File: config.mk
export PLATFORM = sky130hd
export DESIGN_NAME = cnn_bank_loader
export DESIGN_NICKNAME = d
export VERILOG_FILES = /design/src/rtl/cnn_mem_pkg.sv /design/src/rtl/bank_ram.sv /design/src/rtl/cnn_bank_loader.sv
export SDC_FILE = /design/constraint.sdc
export NUM_CORES = 1
export LEC_CHECK = 0
export CAP_MARGIN = 10
export CORE_MARGIN = 2
export CORE_UTILIZATION = 45
export CTS_CLUSTER_DIAMETER = 50
export DETAILED_ROUTE_END_ITERATION = 8
export GPL_ROUTABILITY_DRIVEN = 0
export HOLD_SLACK_MARGIN = 0.12
export REMOVE_ABC_BUFFERS = 1
export SLEW_MARGIN = 0
export SYNTH_ARGS = -nofsm -noshare
export SYNTH_HDL_FRONTEND = slang
export SYNTH_HIERARCHICAL = 1
export SYNTH_SLANG_ARGS = --single-unit
export TNS_END_PERCENT = 20
File: constraint.sdc
create_clock -name clk -period 9.4 [get_ports clk]
set_input_delay 0.94 -clock clk [delete_from_list [all_inputs] [get_ports clk]]
set_output_delay 0.94 -clock clk [all_outputs]
set_load 0.01 [all_outputs]
File: src/rtl/cnn_mem_pkg.sv
// Shared types and register map for the CNN bank loader.
// Host register offsets, STATUS/CTRL bit positions and sequencer states.
package cnn_mem_pkg;

  typedef enum logic [1:0] {
    IDLE = 2'd0,
    RUN  = 2'd1,
    DONE = 2'd2
  } state_t;

  localparam logic [1:0] REG_CTRL   = 2'd0;
  localparam logic [1:0] REG_STATUS = 2'd1;
  localparam logic [1:0] REG_LOADED = 2'd2;

  localparam int ST_BUSY = 0;
  localparam int ST_DONE = 1;
  localparam int ST_OVF  = 2;
  localparam int ST_ERR  = 3;

  localparam int CTRL_CLR   = 0;
  localparam int CTRL_START = 1;

endpackage

File: src/rtl/bank_ram.sv
// Single bank: one synchronous write port, one registered read port.
// Read-first, so a same-cycle write to the read word returns old data.
module bank_ram #(
  parameter int DATA_W = 8,
  parameter int DEPTH  = 16,
  parameter int PTR_W  = $clog2(DEPTH)
) (
  input  logic              clk,
  input  logic              we,
  input  logic [PTR_W-1:0]  waddr,
  input  logic [DATA_W-1:0] wdata,
  input  logic [PTR_W-1:0]  raddr,
  output logic [DATA_W-1:0] rdata
);

  logic [DATA_W-1:0] mem [DEPTH];

  always_ff @(posedge clk) begin
    if (we) mem[waddr] <= wdata;
    rdata <= mem[raddr];
  end

endmodule

File: src/rtl/cnn_bank_loader.sv
// Host-loaded bank array plus layer sequencer for the CNN engines.
// Host streams banks in, engines run in order, host reads results back.
module cnn_bank_loader
  import cnn_mem_pkg::*;
#(
  parameter int N_LAYERS = 4,
  parameter int DATA_W   = 8,
  parameter int DEPTH    = 16,
  parameter int ADDR_W   = 19,
  parameter int PTR_W    = $clog2(DEPTH),
  parameter int BANK_W   = $clog2(N_LAYERS + 2)
) (
  input  logic                clk,
  input  logic                reset,
  input  logic                chipselect,
  input  logic                write,
  input  logic                read,
  input  logic [ADDR_W-1:0]   address,
  input  logic [DATA_W-1:0]   writedata,
  output logic [DATA_W-1:0]   readdata,
  output logic                readdatavalid,
  output logic [N_LAYERS-1:0] start_layer,
  input  logic [N_LAYERS-1:0] layer_done,
  input  logic [BANK_W-1:0]   eng_rd_bank,
  input  logic [PTR_W-1:0]    eng_rd_addr,
  output logic [DATA_W-1:0]   eng_rdata,
  input  logic                eng_we,
  input  logic [PTR_W-1:0]    eng_waddr,
  input  logic [DATA_W-1:0]   eng_wdata,
  output logic                busy,
  output logic                done
);

  localparam int NB  = N_LAYERS + 2;
  localparam int NBP = 1 << BANK_W;
  localparam int KW  = (N_LAYERS > 1) ? $clog2(N_LAYERS) : 1;

  state_t state_q, state_d;
  logic [KW-1:0] k_q, k_d;
  logic [N_LAYERS-1:0] pulse_q, pulse_d;

  logic [PTR_W-1:0] wptr_q [NB];
  logic [PTR_W-1:0] wptr_d [NB];
  logic [NB-1:0] loaded_q, loaded_d;
  logic ovf_q, ovf_d;
  logic err_q, err_d;

  logic rd_valid_q, rd_ram_q;
  logic [BANK_W-1:0] rd_bank_q;
  logic [DATA_W-1:0] rd_reg_q, rd_reg_d;
  logic eng_act_q;
  logic [BANK_W-1:0] eng_bank_q;

  logic [DATA_W-1:0] ram_q [NBP];
  logic [NB-1:0] hwe;

  logic is_reg, hwr, hrd, busy_w, done_w;
  logic bank_wr, reg_wr, clr, start, start_ok, all_loaded;
  logic [BANK_W-1:0] h_bank;
  logic [PTR_W-1:0] h_idx;
  logic [1:0] h_reg;
  logic unused_addr;

  assign is_reg = address[ADDR_W-1];
  assign h_bank = address[PTR_W+BANK_W-1:PTR_W];
  assign h_idx  = address[PTR_W-1:0];
  assign h_reg  = address[1:0];
  assign unused_addr = ^address[ADDR_W-2:PTR_W+BANK_W];

  assign busy_w = (state_q == RUN);
  assign done_w = (state_q == DONE);
  assign hwr = chipselect & write;
  assign hrd = chipselect & read & ~write;

  assign bank_wr = hwr & ~is_reg & ~busy_w;
  assign reg_wr  = hwr & is_reg & (h_reg == REG_CTRL);
  assign clr     = reg_wr & writedata[CTRL_CLR];
  assign start   = reg_wr & writedata[CTRL_START] & ~clr;
  assign all_loaded = &loaded_q[N_LAYERS:0];
  assign start_ok = start & (state_q == IDLE) & all_loaded;

  always_comb begin
    hwe = '0;
    for (int b = 0; b < NB; b++)
      hwe[b] = bank_wr & (h_bank == BANK_W'(b)) & ~loaded_q[b];
  end

  // Fill tracking: out-of-range or already-full banks drop the word.
  always_comb begin
    wptr_d   = wptr_q;
    loaded_d = loaded_q;
    ovf_d    = ovf_q;
    err_d    = err_q;
    if (clr) begin
      for (int b = 0; b < NB; b++) wptr_d[b] = '0;
      loaded_d = '0;
      ovf_d    = 1'b0;
      err_d    = 1'b0;
    end else begin
      for (int b = 0; b < NB; b++) begin
        if (hwe[b]) begin
          wptr_d[b] = wptr_q[b] + 1'b1;
          if (wptr_q[b] == PTR_W'(DEPTH - 1)) loaded_d[b] = 1'b1;
        end
      end
      if (bank_wr && hwe == '0) ovf_d = 1'b1;
      if (start && !start_ok) err_d = 1'b1;
    end
  end

  always_comb begin
    state_d = state_q;
    k_d     = k_q;
    pulse_d = '0;
    unique case (state_q)
      IDLE: begin
        if (start_ok) begin
          state_d = RUN;
          k_d     = '0;
          pulse_d = N_LAYERS'(1);
        end
      end
      RUN: begin
        if (layer_done[k_q]) begin
          if (int'(k_q) == N_LAYERS - 1) begin
            state_d = DONE;
          end else begin
            k_d     = k_q + 1'b1;
            pulse_d = N_LAYERS'(1) << (k_q + 1'b1);
          end
        end
      end
      DONE: ;
      default: state_d = IDLE;
    endcase
    if (clr) begin
      state_d = IDLE;
      k_d     = '0;
      pulse_d = '0;
    end
  end

  always_comb begin
    rd_reg_d = '0;
    if (hrd && is_reg) begin
      unique case (1'b1)
        h_reg == REG_STATUS:
          rd_reg_d = DATA_W'({err_q, ovf_q, done_w, busy_w});
        h_reg == REG_LOADED:
          rd_reg_d = DATA_W'(loaded_q);
        default: rd_reg_d = '0;
      endcase
    end
  end

  always_ff @(posedge clk) begin
    if (reset) begin
      state_q    <= IDLE;
      k_q        <= '0;
      pulse_q    <= '0;
      for (int b = 0; b < NB; b++) wptr_q[b] <= '0;
      loaded_q   <= '0;
      ovf_q      <= 1'b0;
      err_q      <= 1'b0;
      rd_valid_q <= 1'b0;
      rd_ram_q   <= 1'b0;
      rd_bank_q  <= '0;
      rd_reg_q   <= '0;
      eng_act_q  <= 1'b0;
      eng_bank_q <= '0;
    end else begin
      state_q    <= state_d;
      k_q        <= k_d;
      pulse_q    <= pulse_d;
      wptr_q     <= wptr_d;
      loaded_q   <= loaded_d;
      ovf_q      <= ovf_d;
      err_q      <= err_d;
      rd_valid_q <= hrd;
      rd_ram_q   <= hrd & ~is_reg & ~busy_w;
      rd_bank_q  <= h_bank;
      rd_reg_q   <= rd_reg_d;
      eng_act_q  <= busy_w;
      eng_bank_q <= eng_rd_bank;
    end
  end

  // Engine owns the read ports in RUN; host owns them otherwise.
  for (genvar b = 0; b < NBP; b++) begin : g_bank
    if (b < NB) begin : g_ram
      logic we;
      logic [PTR_W-1:0] waddr;
      logic [DATA_W-1:0] wdata;
      assign we = hwe[b] |
        ((b == NB - 1) && busy_w && eng_we);
      assign waddr = hwe[b] ? wptr_q[b] : eng_waddr;
      assign wdata = hwe[b] ? writedata : eng_wdata;
      bank_ram #(
        .DATA_W (DATA_W),
        .DEPTH  (DEPTH),
        .PTR_W  (PTR_W)
      ) u_ram (
        .clk   (clk),
        .we    (we),
        .waddr (waddr),
        .wdata (wdata),
        .raddr (busy_w ? eng_rd_addr : h_idx),
        .rdata (ram_q[b])
      );
    end else begin : g_pad
      assign ram_q[b] = '0;
    end
  end

  assign readdata = rd_ram_q ? ram_q[rd_bank_q] : rd_reg_q;
  assign readdatavalid = rd_valid_q;
  assign eng_rdata = eng_act_q ? ram_q[eng_bank_q] : '0;
  assign start_layer = pulse_q;
  assign busy = busy_w;
  assign done = done_w;

endmodule
=== Yosys cells after proc, flatten, opt, wreduce, memory -nomap -nowiden ===
Memories as Yosys holds them, arrays and structs flattened. A register that Yosys moved wholly into a read port is not among the register bits.
Index checks and enable logic that the tools add are counted.

* Register bits after elaboration: 57
* Bits in writable memories: 768
* Bits of input ports: 56
* Output and inout bits: 23
* Word-level logic and storage cells: 170
* Memories: 6

{| class="wikitable"
|+ Memories
! memory !! depth !! bits a word !! rd ports !! clocked after Yosys merged registers in !! wr ports !! line !! text
|-
| g_bank[0].g_ram.u_ram.mem || 16 || 8 || 1 || 1 || 1 || bank_ram.sv:16 || <nowiki>logic [DATA_W-1:0] mem [DEPTH];</nowiki>
|-
| g_bank[1].g_ram.u_ram.mem || 16 || 8 || 1 || 1 || 1 || bank_ram.sv:16 ||
|-
| g_bank[2].g_ram.u_ram.mem || 16 || 8 || 1 || 1 || 1 || bank_ram.sv:16 ||
|-
| g_bank[3].g_ram.u_ram.mem || 16 || 8 || 1 || 1 || 1 || bank_ram.sv:16 ||
|-
| g_bank[4].g_ram.u_ram.mem || 16 || 8 || 1 || 1 || 1 || bank_ram.sv:16 ||
|-
| g_bank[5].g_ram.u_ram.mem || 16 || 8 || 1 || 1 || 1 || bank_ram.sv:16 ||
|}

* Add/sub/neg operators: 7
* Magnitude comparators: 3
* Equal/unequal tests: 20
* Shift operators: 1
* Multiplexer cells: 48
* Bitwise operators: 41
* Reductions and logical operators: 21

{| class="wikitable"
|+ Operators with widths
! cell !! count
|-
| $mux W8 || 12
|-
| $bmux W8 S3 || 2
|-
| $mux W4 || 9
|-
| $and A1 B1 Y1 || 26
|-
| $add A4 B1 Y4 const B || 6
|-
| $eq A4 B4 Y1 const B || 6
|-
| $mux W1 || 14
|-
| $mux W2 || 6
|-
| $not A1 Y1 || 12
|-
| $pmux W6 S2 || 1
|-
| $reduce_and A2 Y1 || 6
|-
| $ge A4 B4 Y1 const B || 2
|-
| $not A3 Y4 || 2
|-
| $pmux W4 S2 || 1
|-
| $reduce_and A4 Y1 || 2
|-
| $eq A2 B1 Y1 const B || 3
|-
| $eq A3 B2 Y1 const B || 2
|-
| $eq A3 B3 Y1 const B || 2
|-
| $logic_not A6 Y1 || 1
|-
| $pmux W2 S3 || 1
|-
| $reduce_and A5 Y1 || 1
|-
| $eq A2 B2 Y1 const B || 2
|-
| $logic_and A1 B1 Y1 || 4
|-
| $logic_not A2 Y1 || 2
|-
| 13 further kinds || 16
|}

=== Logic depth before layout (Yosys ltp) ===
Gate-level depths: netlist (run 1).

* Depth in word-level cells: 10
* Mapped depth: 12
* Gate-level depth less buffers: 7

=== Modules after synthesis ===
Netlist (run 1), hierarchy kept.

{| class="wikitable"
|+ By module, submodules not included
! module !! instances !! cells an instance !! area each (sq um) !! seq. area each (sq um)
|-
| bank_ram || 6 || 229 || 5147.4 || 4003.8
|-
| cnn_bank_loader || 1 || 460 || 4240.3 || 1101.1
|}

=== Worst setup path after synthesis (run 1) ===
Ideal clock, no wire load.

* Path kind: input -> register
* From: input address[4]
* To: memory g_bank[4].g_ram.u_ram.mem[0][0] (enable)
* Setup time: 383 ps
* Arrival time: 3443 ps
* Data required time: 9017 ps
* Setup slack: 5574 ps
* Cell stages on the path: 6
* Buffers on the path: 1
* Cells stage by stage: buf_6 > or4b_4 > nor4_4 > mux2_2 > or3b_2 > nor3_1

* Elaborated cells on any way between the ends: 6
* Classes of those cells: 1 x eq/ne; 3 x mux; 2 x bitwise

{| class="wikitable"
|+ RTL lines
! element !! line !! text
|-
| from (decl) || cnn_bank_loader.sv:18 || <nowiki>input logic [ADDR_W-1:0] address,</nowiki>
|-
| $eq A3 B3 Y1 || cnn_bank_loader.sv:85 || <nowiki>hwe[b] = bank_wr & (h_bank == BANK_W'(b)) & ~loaded_q[b];</nowiki>
|-
| $and A1 B1 Y1 (2 in series) || cnn_bank_loader.sv:85 ||
|-
| $mux W4 || cnn_bank_loader.sv:196 || <nowiki>assign waddr = hwe[b] ? wptr_q[b] : eng_waddr;</nowiki>
|-
| net g_bank[4].g_ram.waddr[2] || cnn_bank_loader.sv:192 || <nowiki>logic [PTR_W-1:0] waddr;</nowiki>
|-
| to (decl) || bank_ram.sv:16 ||
|}

The timed path passes the listed nets, and every way through them passes these cells.

=== Worst setup path after layout (run 1) ===
* From: register state_q[1]
* To: register g_bank[0].g_ram.u_ram.rdata[4], read port of g_bank[0].g_ram.u_ram.mem

* Cells in the longest elaborated chain, start to end: 2

{| class="wikitable"
|+ RTL lines
! element !! line !! text
|-
| from (decl) || cnn_bank_loader.sv:38 || <nowiki>state_t state_q, state_d;</nowiki>
|-
| from (signal assigned) || cnn_bank_loader.sv:172 || <nowiki>state_q <= state_d;</nowiki>
|-
| $eq A2 B1 Y1 || cnn_bank_loader.sv:70 || <nowiki>assign busy_w = (state_q == RUN);</nowiki>
|-
| $mux W4 || cnn_bank_loader.sv:207 || <nowiki>.raddr (busy_w ? eng_rd_addr : h_idx),</nowiki>
|-
| to (decl) || bank_ram.sv:13 || <nowiki>output logic [DATA_W-1:0] rdata</nowiki>
|}

Every way passes these cells.
A chain may end at the register's enable or synchronous reset.

==> reports/qor.yml, run 1 <==
tns_ps: 0
r2r_cells: 9
clkSinkCount: 871
synth_top_area_cell: "edfxtp_1"
hp-class: "reg -> reg"
setup_violations: 0
outcome: "finished, final reports clean"
worstSetupPathDepth: 9
ctsHoldBuffers: 0
cts_tree: "yes"
antenna_found_initial: 3
max-clock-path-buffers: 3
cp_slowest_stage_delay_ps: 880
place_inst: 2887
clk_pin_slew_ps: 60
rsz0062_at_grt: "no"
synth-seq-cells: 871
fin_cells: 3081
fin_worst_skew_ps: 28.0
hold_violations: 0
postLayoutCoreUtil_pct: 52.0
dieWidth_um: 283
die_height_um: 283
vias: 17790
cts_setup_buffers: 0
r2r_start: "state_q[1]"
reg2reg_to: "g_bank[0].g_ram.u_ram/rdata[4]"
crit_slowest_cell: "buf_4"
ant_nets: 0
areaGrowthSynthToFinish_pct: 14.4
fillers: 6177
dp_slack_ps: 4300
cp_top_family: "buffers and inverters"
synth.top_cells.by_count: "768 x edfxtp_1, 126 x mux4_2, 111 x nand2_1"
start_util_pct: 45.4
grt_max_degree: 97
arrival_ps: 5170
synth_area_mm2: 0.0351
placed_cell_area_mm2: 0.0368
wl_per_cell_um: 26.2
synth-main-ff-cell: "edfxtp_1"
path_cells: "nand2b_1 > inv_2 > nand2_1 > o21ai_4 > buf_4 > buf_4 > mux4_2 > a22oi_1 > nand2_1"
cts_resized: 0
setup.worst_path.start: "state_q[1]"
peakVddDrop_mv: 0.166
crit_required_ps: 9910
async_flop_share_pct: 0
clockRootBuffer: "clkbuf_16"
leakage_nw: 13.2
io_pins: 79
max_freq_mhz: 215
drtIter0Drc: 1724
cp_max_fo: 51
num-nets-final: 2020
whs_ps: 462
ff_latch_area_mm2: 0.0251
finalPower_mw: 8.58
drc: 0
start_kind: "register"
coreArea_mm2: 0.0773
reg2reg_setup_slack_ps: 4740
crit_type: "reg -> reg"
numPortBuffers: 67
grt_overflow_total: 0
fin_area_mm2: 0.0402
post-route-min-period_ps: 4660
cts_buffers: 101
endpoint_kind: "register"
die_area_mm2: 0.0803
synthMostInstantiatedCell: "edfxtp_1"
clkLatencyLatePin_ps: 650
yosysSeqAreaShare_pct: 71.5
path_buf_inv: 3
multi_input_area_mm2: 0.00929
wl_um: 80800
yosys_warnings: 6
ys_top_cells_by_area: "edfxtp_1 66%, mux4_2 8.1%, mux4_1 6.3%, dfxtp_1 5.9%, a22oi_1 2.1%"
yosys.area.top_type_share_pct: 65.7
grtUsageTotal_pct: 20.0
hpwlAfterDp_um: 51200
via_per_inst: 5.77
power_density_mw_per_mm2: 213
synth.avg_cell_area_um2: 19.2
synthDistinctLibCells: 55
drv_cap: 0
fin_crit_sh_pct: 49.6
synth-edff-count: 768
firstDrtPassIters: 5
grt_pass1_vias: 17824
synth_cells: 1834
relSlewSlack_pct: 20.0
slew_violations: 0
h-tree-depth: 3
rows: 102
grt_pass1_wl_um: 118000
drive_above_1_share_pct: 20.4
worst_slew_pin_slew_ps: 1190
worstSetupEndpoint: "g_bank[0].g_ram.u_ram/rdata[4]"
fin_ws_ps: 4740
-- worst reg2reg max path: cells and delay by family (launching register included) --
kind	cells	cell delay, ps
simple gates	3	790
compound gates	2	430
mux	1	680
flops	1	330
buf+inv	3	2290
-- cells in the final DEF, fill, tap and decap left out, drive strengths merged, types with 4 or more instances in the layout --
master         Yosys  routed
clkbuf            16     126
nand3b            12      12
a41oi              4       4
nor2             107     107
mux2              61      61
nor3              25      25
and2              18      18
buf               54      34
and3               5       5
o22ai             10      10
nor2b             22      22
nor4               9       9
and2b              6       6
mux4             210     210
or3b               6       6
ha                13      13
dfxtp            103     103
o21ai             10      10
a21oi             12      12
nand3             14      14
a22oi            100     100
bufinv             0       7
o22a               6       6
nand4              8       8
clkdlybuf4s50      0      67
nand2            111     111
clkinv             1      39
xnor2              8       8
mux2i             26      26
clkinvlp           0       6
a211o              4       4
edfxtp           768     768
inv               26      40
a21o               4       4
nand2b            18      18
-- flip-flops by register name, summed over array words and instances (netlist names) --
register,flops
ovf_q,1
loaded_q,6
eng_act_q,1
readdatavalid,1
rd_bank_q,3
err_q,1
wptr_q,24
g_bank.g_ram.u_ram/mem,768
rd_reg_q,6
start_layer,4
g_bank.g_ram.u_ram/rdata,48
eng_bank_q,3
rd_ram_q,1
state_q,2
k_q,2
-- routing by layer --
layer / routed length [um] / vias up / track usage (%)
li1: - / 7775 / -
met2: 37500 / 663 / 30.9
met1: 34800 / 9210 / 28.3
met3: 5940 / 142 / 4.53
met4: 2510 / 0 / 6.67
met5: 0 / - / 0
-- cell families (layout without fill, tap and decap cells) --
group	count (synthesis)	count (layout)	synth area share, %
flip-flops	871	871	71.5
AND/OR/NAND/NOR	374	374	5.39
multiplexers	297	297	17.1
AO/OA/AOI/OAI	156	156	3.20
buffers and inverters	115	319	2.16
adder cells (fa/ha/maj)	13	13	0.463
XOR/XNOR	8	8	0.199
other	0	3	0
-- power by group --
group	leakage, nW	switching [mW]	internal, mW
clock	1.69	1.58	2.34
combinational	3.73	0.243	0.155
sequential	7.75	0.0294	4.24
total	13.2	1.85	6.73
-- how the worst min path moves through the flow --
stage	startpoint	to	slack, ps	depth (start not counted)
6_report	ovf_q	ovf_q	460	2
5_1_grt	ovf_q	ovf_q	480	2
4_1_cts	ovf_q	ovf_q	450	2
3_5_place_dp	ovf_q	ovf_q	440	2
3_3_place_gp	ovf_q	ovf_q	440	2
2_1_floorplan	ovf_q	ovf_q	430	2
-- final cells by class --
cell class | instances | area share, %
Sequential cell | 871 | 62.5
Inverter | 27 | 0.252
Clock inverter | 65 | 1.56
Clock buffer | 125 | 6.97
Antenna cell | 3 | 0.0187
Multi-Input combinational cell | 848 | 23.1
Timing Repair Buffer | 102 | 2.35
Tap cell | 1040 | 3.24
Note: power is estimated with default switching activity, not from simulation.
==> run 2: changes to the inputs <==
==> constraint.sdc (replaced) <==
create_clock -name clk -period 4 [get_ports clk]
set_input_delay 0.4 -clock clk [delete_from_list [all_inputs] [get_ports clk]]
set_output_delay 0.4 -clock clk [all_outputs]
set_load 0.01 [all_outputs]
==> reports/qor.yml, run 2 (synthesis gave the netlist of run 1 again) <==
p_comb_share_pct: 4.9  # was 4.6%
grt_pass1_vias: 18119  # was 17,824
grt_pass1_wl_um: 118000  # about the same
h-tree-depth: 3  # unchanged
wl_per_cell_um: 25.8  # was 26.2 um
fin_worst_skew_ps: 16.5  # was 28.0 ps
leakage_nw: 13.6  # was 13.2 nW
internal_power_mw: 15.8  # was 6.73 mW
reg2reg_to: "g_bank[2].g_ram.u_ram/rdata[4]"  # was g_bank[0].g_ram.u_ram/rdata[4]
setup.worst_path.start: "eng_bank_q[0]"  # was state_q[1]
vias: 17978  # was 17,790
antenna_found_initial: 4  # was 3
numPortBuffers: 67  # unchanged
arrival_ps: 3020  # was 5170 ps
io_pins: 79  # unchanged
reg2reg_setup_slack_ps: 770  # was 4740 ps
wl_um: 81500  # was 80,800 um
layout_common_cells: "768 x edfxtp_1, 126 x mux4_2, 116 x buf_4, 111 x nand2_1, 107 x nor2_1"  # was 768 x edfxtp_1, 126 x mux4_2, 110 x nand2_1, 107 x nor2_1, 105 x clkbuf_16
hp-class: "reg -> reg"  # unchanged
tns_ps: 0  # unchanged
rows: 102  # unchanged
areaGrowthSynthToFinish_pct: 16.3  # was 14.4%
fin_ws_ps: 583  # was 4740 ps
max_freq_mhz: 293
switchingPower_mw: 4.23  # was 1.85 mW
grt_max_degree: 97  # unchanged
post-route-min-period_ps: 3420
ctsHoldBuffers: 0  # unchanged
regMostFlops: "g_bank.g_ram.u_ram/mem"  # unchanged
slew_violations: 0  # unchanged
fin_crit_sh_pct: 85.4
worst_slew_pin_slew_ps: 889  # was 1190 ps
firstDrtPassIters: 5  # unchanged
crit_required_ps: 3600  # was 9910 ps
drive_above_1_share_pct: 23.2  # was 20.4%
worstSetupEndpoint: "eng_rdata[4]"  # was g_bank[0].g_ram.u_ram/rdata[4]
p_seq_share_pct: 49.9  # was 49.7%
pwr-share-clk_pct: 45.2  # was 45.6%
die_area_mm2: 0.0803  # unchanged
sw_frac_of_total_pct: 21.1  # was 21.6%
cts_tree: "yes"  # unchanged
r2r_cells: 9  # unchanged
drtIter0Drc: 1632  # was 1,724
max-clock-path-buffers: 3  # unchanged
finalPower_mw: 20.1  # was 8.58 mW
rsz0062_at_grt: "no"  # unchanged
via_per_inst: 5.69  # was 5.77
die_height_um: 283  # unchanged
crit_type: "reg -> out"  # was reg -> reg
dp_slack_ps: 302  # was 4300 ps
endpoint_kind: "primary output"  # was register
clkLatencyLatePin_ps: 640  # was 650 ps
outcome: "finished, final reports clean"  # unchanged
grtUsageTotal_pct: 20.2  # was 20.0%
start_kind: "register"  # unchanged
cp_max_fo: 9  # was 51
num-nets-final: 2105  # was 2,020
peakVddDrop_mv: 0.379  # was 0.166 mV
dieWidth_um: 283  # unchanged
largest_register_ffs: 768  # unchanged
grt_overflow_total: 0  # unchanged
drc: 0  # unchanged
cts_buffers: 97  # was 101
hold_violations: 0  # unchanged
cts_resized: 0  # unchanged
clockRootBuffer: "clkbuf_16"  # unchanged
start_util_pct: 45.4  # unchanged
r2r_start: "state_q[1]"  # unchanged
drv_cap: 0  # unchanged
cts_setup_buffers: 0  # unchanged
ant_nets: 0  # unchanged
power_density_mw_per_mm2: 491  # was 213 mW/mm^2
layout_commonest_cell: "edfxtp_1"  # unchanged
clk_pin_slew_ps: 60  # about the same
hpwlAfterDp_um: 53000  # was 51,200 um
largestRegisters: "g_bank.g_ram.u_ram/mem x768, g_bank.g_ram.u_ram/rdata x48, wptr_q x24"  # unchanged
setup_violations: 0  # unchanged
relSlewSlack_pct: 40.5  # was 20.0%
coreArea_mm2: 0.0773  # unchanged
clkSinkCount: 871  # unchanged
==> run 2: worst min-delay path by stage <==
stage	start	to	slack, ps	cells past startpoint
finish	ovf_q	ovf_q	450	2
global route	eng_rd_bank[1]	eng_bank_q[1]	450	2
floorplan	ovf_q	ovf_q	430	2
CTS	eng_rd_bank[1]	eng_bank_q[1]	440	2
global placement	ovf_q	ovf_q	440	2
detailed placement	ovf_q	ovf_q	450	2
==> run 2: power groups by stage <==
stage / clock network, mW / registers, mW / logic (mW)
2_1_floorplan: 0 / 10.2 / 0.837
3_3_place_gp: 0 / 10.2 / 0.973
3_5_place_dp: 0 / 10.2 / 0.989
4_1_cts: 9.25 / 10.0 / 0.992
5_1_grt: 9.58 / 10.0 / 1.05
6_report: 9.07 / 10.0 / 0.986
==> run 2: final cells by class <==
cell class	count	area, um^2
fill	6148	36500
multi-input combinational	848	9270
inverter	27	101
timing repair buffer	191	1700
clock buffer	124	2720
clock inverter	55	626
tap	1040	1300
sequential	871	25100
antenna	1	2.50
==> run 2: stage by stage <==
| stage | area, um^2 | util [%] | hold WS, ps | cells |
|---|---|---|---|---|
| 3_3_place_gp | 37500 | 48.5 | 437 | 2977 |
| 6_report | 40800 | 52.8 | 451 | 3157 |
| 2_1_floorplan | 34500 | - | 426 | 1746 |
| 4_1_cts | 40800 | 52.8 | 443 | 3156 |
| 5_1_grt | 40800 | 52.8 | 453 | 3156 |
| 3_5_place_dp | 37500 | 48.5 | 445 | 2977 |
==> run 2: critical path, stage by stage (launching register included) <==
cell and delay, ps:
dfxtp_1 660, buf_4 310, mux4_2 520, inv_1 90
o22ai_1 70, and2_1 230, clkdlybuf4s50_1 510
==> run 2: routing by layer <==
layer / wire, um / global-route usage [%]
met5: 16 / 0
met4: 2320 / 6.51
met3: 5500 / 3.92
met2: 38400 / 31.6
met1: 35200 / 28.8
==> run 3: changes to the inputs <==
--- a/config.mk
+++ b/config.mk
@@ -8,6 +8,7 @@
 export CAP_MARGIN = 10
 export CORE_MARGIN = 2
 export CORE_UTILIZATION = 45
+export CTS_BUF_LIST = sky130_fd_sc_hd__clkbuf_4
 export CTS_CLUSTER_DIAMETER = 50
 export DETAILED_ROUTE_END_ITERATION = 8
 export GPL_ROUTABILITY_DRIVEN = 0
==> reports/qor.yml, run 3 (synthesis gave the netlist of run 1 again) <==
leakage_nw: 13.6  # about the same
path_buf_inv: 3  # unchanged
peakVddDrop_mv: 0.258  # was 0.379 mV
regMostFlops: "g_bank.g_ram.u_ram/mem"  # unchanged
numPortBuffers: 67  # unchanged
path_cells: "buf_4 > mux4_2 > inv_1 > o22ai_1 > and2_1 > clkdlybuf4s50_1"  # unchanged
grt_pass1_wl_um: 120000  # was 118,000 um
max_freq_mhz: 272  # was 293 MHz
worstHoldStart: "layer_done[0]"  # was ovf_q
r2r_start: "state_q[1]"  # unchanged
cts_setup_buffers: 0  # unchanged
grt_overflow_total: 0  # unchanged
largestRegisters: "g_bank.g_ram.u_ram/mem x768, g_bank.g_ram.u_ram/rdata x48, wptr_q x24"  # unchanged
fin_crit_sh_pct: 91.8  # was 85.4%
crit_required_ps: 3600  # about the same
io_pins: 79  # unchanged
layout_commonest_cell: "edfxtp_1"  # unchanged
drv_cap: 0  # unchanged
cp_slowest_stage_delay_ps: 520  # was 660 ps
crit_type: "reg -> out"  # unchanged
antenna_found_initial: 5  # was 4
dieWidth_um: 283  # unchanged
cts_buffers: 216  # was 97
cp_top_family: "buffers and inverters"  # unchanged
fin_ws_ps: 328  # was 583 ps
clkLatencyLatePin_ps: 1090  # was 640 ps
hold_violations: 0  # unchanged
grt_max_degree: 97  # unchanged
die_area_mm2: 0.0803  # unchanged
clk_pin_slew_ps: 70  # was 60 ps
whs_endpoint: "k_q[0]"  # was ovf_q
slew_violations: 0  # unchanged
firstDrtPassIters: 5  # unchanged
setup_violations: 0  # unchanged
dp_slack_ps: 302  # unchanged
cp_max_fo: 9  # unchanged
hpwlAfterDp_um: 53000  # unchanged
grt_pass1_vias: 19268  # was 18,119
max-clock-path-buffers: 3  # unchanged
start_util_pct: 45.4  # unchanged
post-route-min-period_ps: 3670  # was 3420 ps
rows: 102  # unchanged
via_per_inst: 5.55  # was 5.69
wl_um: 82600  # was 81,500 um
endpoint_kind: "primary output"  # unchanged
arrival_ps: 3270  # was 3020 ps
clkSinkCount: 871  # unchanged
crit_slowest_cell: "mux4_2"  # was dfxtp_1
setup.worst_path.start: "eng_bank_q[0]"  # unchanged
worst_slew_pin_slew_ps: 903  # was 889 ps
areaGrowthSynthToFinish_pct: 14.8  # was 16.3%
rsz0062_at_grt: "no"  # unchanged
drive_above_1_share_pct: 29.0  # was 23.2%
holdPathStages: 4  # was 2
clockRootBuffer: "clkbuf_4"  # was clkbuf_16
r2r_cells: 9  # unchanged
grtUsageTotal_pct: 20.6  # was 20.2%
wl_per_cell_um: 24.5  # was 25.8 um
h-tree-depth: 4  # was 3
cts_tree: "yes"  # unchanged
drc: 0  # unchanged
fin_worst_skew_ps: 60.6  # was 16.5 ps
hp-class: "in -> reg"  # was reg -> reg
power_density_mw_per_mm2: 452  # was 491 mW/mm^2
outcome: "finished, final reports clean"  # unchanged
vias: 18681  # was 17,978
die_height_um: 283  # unchanged
layout_common_cells: "768 x edfxtp_1, 323 x clkbuf_4, 126 x mux4_2, 116 x buf_4, 111 x nand2_1"  # was 768 x edfxtp_1, 126 x mux4_2, 116 x buf_4, 111 x nand2_1, 107 x nor2_1
reg2reg_to: "g_bank[0].g_ram.u_ram/rdata[5]"  # was g_bank[2].g_ram.u_ram/rdata[4]
start_kind: "register"  # unchanged
num-nets-final: 2230  # was 2,105
largest_register_ffs: 768  # unchanged
coreArea_mm2: 0.0773  # unchanged
whs_ps: 214  # was 451 ps
drtIter0Drc: 1386  # was 1,632
fillers: 6396  # was 6,148
relSlewSlack_pct: 39.6  # was 40.5%
ant_nets: 0  # unchanged
reg2reg_setup_slack_ps: 730  # was 770 ps
==> run 3: cell types whose count changed in the layout (fill, tap and decap cells not counted), moves of 4 or more <==
cell           before  now
clkbuf_8            8    0
dlygate4sd3_1       0    6
clkbuf_1           12    0
bufinv_16          10    1
clkinv_1            8   38
clkinv_2           14    3
clkbuf_16         102    0
diode_2             1    6
clkinv_4            5    1
clkbuf_4            0  323
==> run 3: report_power, final <==
part           internal (mW)  total (mW)  switching, mW
Sequential              9.95        10.0         0.0581
Clock                   3.76        7.23           3.48
Combinational          0.389       0.993          0.604
Total                   14.1        18.2           4.14
==> run 3: area by class of cell <==
class                      count  area [um^2]  area share, %
tap                         1040         1300           3.23
multi-input combinational    848         9270           23.0
timing repair buffer         197         1760           4.37
clock inverter                55          307          0.761
inverter                      27          101          0.251
clock buffer                 323         2420           6.02
sequential                   871        25100           62.3
antenna                        6         15.0         0.0372
==> run 3: per-stage QoR <==
step	util, %	instance area (um^2)	setup TNS [ps]	power, mW	instances
after global routing	52.1	40300	0	19.0	3367
after detailed placement	48.5	37500	0	11.2	2977
after floorplan	-	34500	-1054970	11.0	1746
final	52.1	40300	0	18.2	3367
after CTS	52.1	40300	0	18.4	3361
after global placement	48.5	37500	0	11.2	2977
==> run 3: metal layers <==
layer / GRT usage (%) / share of wire, % / vias up
met5: 0 / 0.033 / -
met4: 9.43 / 3.2 / 4
met3: 5.84 / 7.7 / 153
met2: 31.6 / 47 / 671
met1: 27.5 / 42 / 9526
li1: - / - / 8327
==> run 3: what timing repair did <==
action                                 CTS  global route
endpoints found under the hold margin    7             0
setup endpoints to repair                0             2
resized for setup                        0             1
hold buffers                             6             0
==> run 3: how the worst max path moves through the flow <==
stage,endpoint,slack (ps),cells after the start
2_1_floorplan,g_bank[0].g_ram.u_ram/rdata[0],-20640,6
3_3_place_gp,g_bank[4].g_ram.u_ram/mem[15][5],380,7
3_5_place_dp,g_bank[4].g_ram.u_ram/mem[15][2],300,7
4_1_cts,eng_rdata[4],40,6
5_1_grt,eng_rdata[5],170,6
6_report,eng_rdata[4],330,6
==> run 3: worst register-to-register path, cell delays in order, from the launching register on <==
cell and delay [ps]:
dfxtp_1 320, nand2b_1 170, inv_2 480, nand2_1 200, o21ai_4 330, buf_12 290, buf_12 220, mux4_1 620
a22oi_1 320, nand2_1 180
